$ cat config.mk
export PLATFORM = sky130hd
export DESIGN_NAME = write_back_stage
export DESIGN_NICKNAME = d
export VERILOG_FILES = /design/src/rtl/write_back_stage.sv
export SDC_FILE = /design/constraint.sdc
export NUM_CORES = 1
export LEC_CHECK = 0
export CAP_MARGIN = 10
export CORE_MARGIN = 2
export CORE_UTILIZATION = 37
export DETAILED_ROUTE_END_ITERATION = 8
export PLACE_DENSITY = 0.89
export SLEW_MARGIN = 20
export SYNTH_ARGS = -nofsm -noshare
export SYNTH_HDL_FRONTEND = slang
export SYNTH_SLANG_ARGS = --single-unit
export TNS_END_PERCENT = 5
$ cat constraint.sdc
create_clock -name clk -period 2.9 [get_ports clk]
set_input_delay 0.435 -clock clk [delete_from_list [all_inputs] [get_ports clk]]
set_output_delay 0.435 -clock clk [all_outputs]
set_load 0.03 [all_outputs]
$ cat src/rtl/write_back_stage.sv
// Write-back stage of the 32-bit pipelined MIPS core.
// Picks the register-file write value from the link address, HI/LO, extracted
// load data or the ALU result. It also qualifies the register write, and keeps
// a one-cycle registered copy of the last committed write for forwarding.
module write_back_stage #(
    parameter int DATA_WIDTH     = 32,
    parameter int REG_ADDR_WIDTH = 5
) (
    input  logic                      clk,
    input  logic                      rst,
    input  logic                      MemtoReg,
    input  logic [DATA_WIDTH-1:0]     readData,
    input  logic [DATA_WIDTH-1:0]     ALUResult,
    input  logic                      RegWrite,
    input  logic [REG_ADDR_WIDTH-1:0] writeReg,
    input  logic [2:0]                loadType,
    input  logic                      Link,
    input  logic [DATA_WIDTH-1:0]     linkAddr,
    input  logic [1:0]                HiLoSel,
    input  logic [DATA_WIDTH-1:0]     hi,
    input  logic [DATA_WIDTH-1:0]     lo,
    output logic [DATA_WIDTH-1:0]     writeData,
    output logic                      regWriteOut,
    output logic [REG_ADDR_WIDTH-1:0] writeRegOut,
    output logic                      fwdValid,
    output logic [REG_ADDR_WIDTH-1:0] fwdReg,
    output logic [DATA_WIDTH-1:0]     fwdData
);

    localparam logic [2:0] LD_WORD = 3'b000;
    localparam logic [2:0] LD_BS   = 3'b001;
    localparam logic [2:0] LD_BU   = 3'b010;
    localparam logic [2:0] LD_HS   = 3'b011;
    localparam logic [2:0] LD_HU   = 3'b100;

    logic [1:0]                offset;
    logic signed [7:0]         load_byte;
    logic signed [15:0]        load_half;
    logic [DATA_WIDTH-1:0]     load_data;

    logic                      fwd_valid_q, fwd_valid_d;
    logic [REG_ADDR_WIDTH-1:0] fwd_reg_q,   fwd_reg_d;
    logic [DATA_WIDTH-1:0]     fwd_data_q,  fwd_data_d;

    assign offset = ALUResult[1:0];

    // Lane extraction: byte lane by full offset, half lane by offset[1] only.
    always_comb begin
        load_byte = 8'sd0;
        load_half = 16'sd0;
        case (offset)
            2'd0:    load_byte = readData[7:0];
            2'd1:    load_byte = readData[15:8];
            2'd2:    load_byte = readData[23:16];
            default: load_byte = readData[31:24];
        endcase
        if (offset[1]) begin
            load_half = readData[31:16];
        end else begin
            load_half = readData[15:0];
        end
    end

    // Sign/zero extension by load type; unlisted or unknown encodings load the whole word.
    always_comb begin
        load_data = readData;
        case (loadType)
            LD_BS:   load_data = {{(DATA_WIDTH-8){load_byte[7]}}, load_byte};
            LD_BU:   load_data = {{(DATA_WIDTH-8){1'b0}}, load_byte};
            LD_HS:   load_data = {{(DATA_WIDTH-16){load_half[15]}}, load_half};
            LD_HU:   load_data = {{(DATA_WIDTH-16){1'b0}}, load_half};
            LD_WORD: load_data = readData;
            default: load_data = readData;
        endcase
    end

    // Write-value source select. An unknown Link fails the if test, and an unknown
    // HiLoSel matches no case item, so both fall through to the load/ALU mux.
    always_comb begin
        writeData = MemtoReg ? load_data : ALUResult;
        if (Link == 1'b1) begin
            writeData = linkAddr;
        end else begin
            case (HiLoSel)
                2'b01:   writeData = hi;
                2'b10:   writeData = lo;
                default: writeData = MemtoReg ? load_data : ALUResult;
            endcase
        end
    end

    assign regWriteOut = RegWrite && (writeReg != '0);
    assign writeRegOut = writeReg;

    assign fwd_valid_d = regWriteOut;
    assign fwd_reg_d   = writeReg;
    assign fwd_data_d  = writeData;

    // Forwarding copy of this cycle's write; reset drops any pending entry.
    always_ff @(posedge clk or posedge rst) begin
        if (rst) begin
            fwd_valid_q <= 1'b0;
            fwd_reg_q   <= '0;
            fwd_data_q  <= '0;
        end else begin
            fwd_valid_q <= fwd_valid_d;
            fwd_reg_q   <= fwd_reg_d;
            fwd_data_q  <= fwd_data_d;
        end
    end

    assign fwdValid = fwd_valid_q;
    assign fwdReg   = fwd_reg_q;
    assign fwdData  = fwd_data_q;

endmodule

==> flow_summary.json <==
{
  "status": "complete, but fails checks",
  "violations": "negative setup slack",
  "synthArstFlopShare_pct": 100.0,
  "p_per_area_nw_per_um2": 398.5,
  "postCtsHoldBufs": 0,
  "worst-slew-pin-transition_ns": 0.6266,
  "cts_root_buffer": "clkbuf_8",
  "dpl.hpwl_microns": 12230,
  "cts_sinks": 38,
  "routed_wl_microns": 15520,
  "antenna_found_initial": 0,
  "die_area_sq_um": 9343,
  "end_kind": "output port",
  "cts_setup_buffers": 0,
  "grtUsageTotal_pct": 32.17,
  "ant_nets": 0,
  "leakage_nw": 2.440,
  "layout_commonest_cell": "clkdlybuf4s50_1",
  "slew_headroom_pct": 58.16,
  "cp.required_ns": 2.47,
  "synth_cells": 398,
  "cts_inserted_buffers": 5,
  "path_class": "input port to output port",
  "yosys_warnings": 0,
  "worstPathArrival_ns": 2.47,
  "diodes": 0,
  "synth_cell_types": 46,
  "synth_fp_nets": 575,
  "rsz0062_at_grt": "true",
  "comb_power_share_pct": 51.2,
  "finalNonFillerCells": 752,
  "p_sw_mw": 0.8903,
  "drc_errors": 0,
  "avgSynthCellArea_sq_um": 7.982,
  "grt_start_max_net_pins": 34,
  "dpl-instance-area_sq_um": 5852,
  "synthTopCellsByArea": "dfrtp_1 (30%), a21oi_1 (8.2%), mux2i_1 (7.6%)",
  "use_met2_pct": 57.75,
  "layout_common_cells": "clkdlybuf4s50_1 (215), buf_4 (59), a21oi_1 (47), nor2_1 (41), dfrtp_1 (38)",
  "synth-seq-cells": 38,
  "vias": 4342,
  "clk_pin_slew_ns": 0.09,
  "post-place-ws_ns": -0.08526,
  "clk_path_buf_depth": 2,
  "critPathLaunchType": "input port",
  "die-height_microns": 96.66,
  "yosysSeqAreaShare_pct": 29.93,
  "viasPerCell": 5.774,
  "cts_tree": "yes",
  "coreArea_sq_um": 8258,
  "ys.flop_type": "dfrtp_1",
  "rows": 33,
  "synth_top_area_share_pct": 29.93,
  "period_minus_slack_ns": 2.905,
  "wl_per_cell_microns": 20.64,
  "die_w_microns": 96.66,
  "drive_gt1_share_pct": 14.68,
  "drt_first_iter_violations": 359,
  "maxCapViolations": 0,
  "area_delta_synth_final_pct": 89.84,
  "grt_pass1_wl_microns": 24270,
  "syn-cell-area_sq_um": 3177,
  "ir_worst_vdd_mv": 0.2315,
  "port_buffers": 250,
  "grt_overflow": 0,
  "hold_class": "input port to asynchronous set/reset pin",
  "p_int_mw": 1.513,
  "dp.cells": 744,
  "first_global_vias": 4463,
  "finalHoldViolations": 0,
  "globalRouteMet1Util_pct": 39.83,
  "period_share_pct": 100.2,
  "start_util_pct": 38.47,
  "grt_util_met3_pct": 5.780,
  "seqPwrFrac_pct": 25.1,
  "synth-edff-count": 0,
  "setup_viol": 1,
  "cts.htree.levels": 2,
  "finalInstanceArea_sq_um": 6031,
  "path_max_fanout": 22,
  "fillCellCount": 648,
  "drtPass1Iterations": 6,
  "tns_ns": -0.004860,
  "p_clk_share_pct": 23.7,
  "max_freq_mhz": 344.3,
  "layout_setup_ws_ns": -0.004860,
  "place.gp.congestion": 0.9303,
  "switching_share_pct": 37.05,
  "top_usage_layer": "met2",
  "maxSlewViolCount": 0,
  "synth_top_area_cell": "dfrtp_1",
  "nets": 823,
  "design.portCount": 251
}
## power by group through the flow
stage	logic (mW)	clock network, mW	registers, mW
final	1.23	0.568	0.604
after detailed placement	1.21	0	0.615
after floorplan	0.458	0	0.738
after CTS	1.21	0.571	0.605
after global routing	1.29	0.592	0.610
after global placement	1.19	0	0.613
## cells in the mapped netlist (2+ instances only)
library cell / instances
a21oi_1: 52
o211ai_1: 14
a31oi_1: 23
ha_1: 2
a2111oi_0: 2
clkbuf_1: 26
nand2_1: 16
o221ai_1: 7
nand3_1: 2
o21ai_1: 2
nor2_1: 41
mux2i_1: 24
buf_6: 6
o22ai_1: 16
buf_4: 6
dfrtp_1: 38
a221oi_1: 7
buf_2: 5
a2bb2oi_1: 7
inv_1: 12
a22oi_1: 25
nor3b_1: 8
o21ai_0: 30
a211oi_1: 5
## logic make-up after synthesis
group / share of synthesized area, %
compound gates: 39.82
buf+inv: 9.215
flops: 29.93
simple gates: 11.46
mux: 8.271
fa+ha+maj: 0.7876
xor+xnor: 0.5122
## layer usage
layer	part of all wire [%]	wire length, microns
met2	50	7744
met3	8.4	1299
met5	0	0
met4	2.5	395
met1	39	6082
## state kept, by name (all words and copies together) (netlist names)
register,cells
fwdData,32
fwdValid,1
fwdReg,5
## critical path, cell delays in order
cell and delay [ns]:
clkdlybuf4s50_1 0.53, inv_1 0.06, ha_1 0.32, buf_4 0.22, o21ai_0 0.29, o22ai_1 0.16
a31oi_2 0.23, buf_4 0.21
## path summary, 6_finish.rpt
kind	cells after the start	from	slack, ns	endpoint
max	8	HiLoSel[0]	-0.005	writeData[31]
min	2	rst	0.54	fwdData[24]
max in group asynchronous	3	rst	1.72	fwdData[18]
min in group clk	1	writeReg[2]	0.63	fwdReg[2]
## per-stage QoR
step / hold slack, ns / utilization, % / power [mW]
after floorplan: 0.4664 / - / 1.196
after global placement: 0.9014 / 70.86 / 1.805
after detailed placement: 0.9020 / 70.86 / 1.823
after CTS: 0.5860 / 72.67 / 2.389
after global routing: 0.5792 / 73.03 / 2.493
final: 0.5374 / 73.03 / 2.403
## layout make-up
| type | instances | area, sq um | share of cell area, % |
|---|---|---|---|
| Timing Repair Buffer | 286 | 2793 | 46.31 |
| Multi-Input combinational cell | 302 | 1969 | 32.66 |
| Clock inverter | 3 | 68.82 | 1.141 |
| Tap cell | 105 | 131.4 | 2.178 |
| Inverter | 13 | 48.80 | 0.8091 |
| Clock buffer | 5 | 68.82 | 1.141 |
| Sequential cell | 38 | 950.9 | 15.77 |
## what timing repair did
| action | CTS | global route |
|---|---|---|
| cloned | 0 | 0 |
| setup endpoints to repair | 5 | 28 |
| resized for setup | 3 | 20 |
| pin swaps | 1 | 3 |
Note: power is estimated with default switching activity, not from simulation.
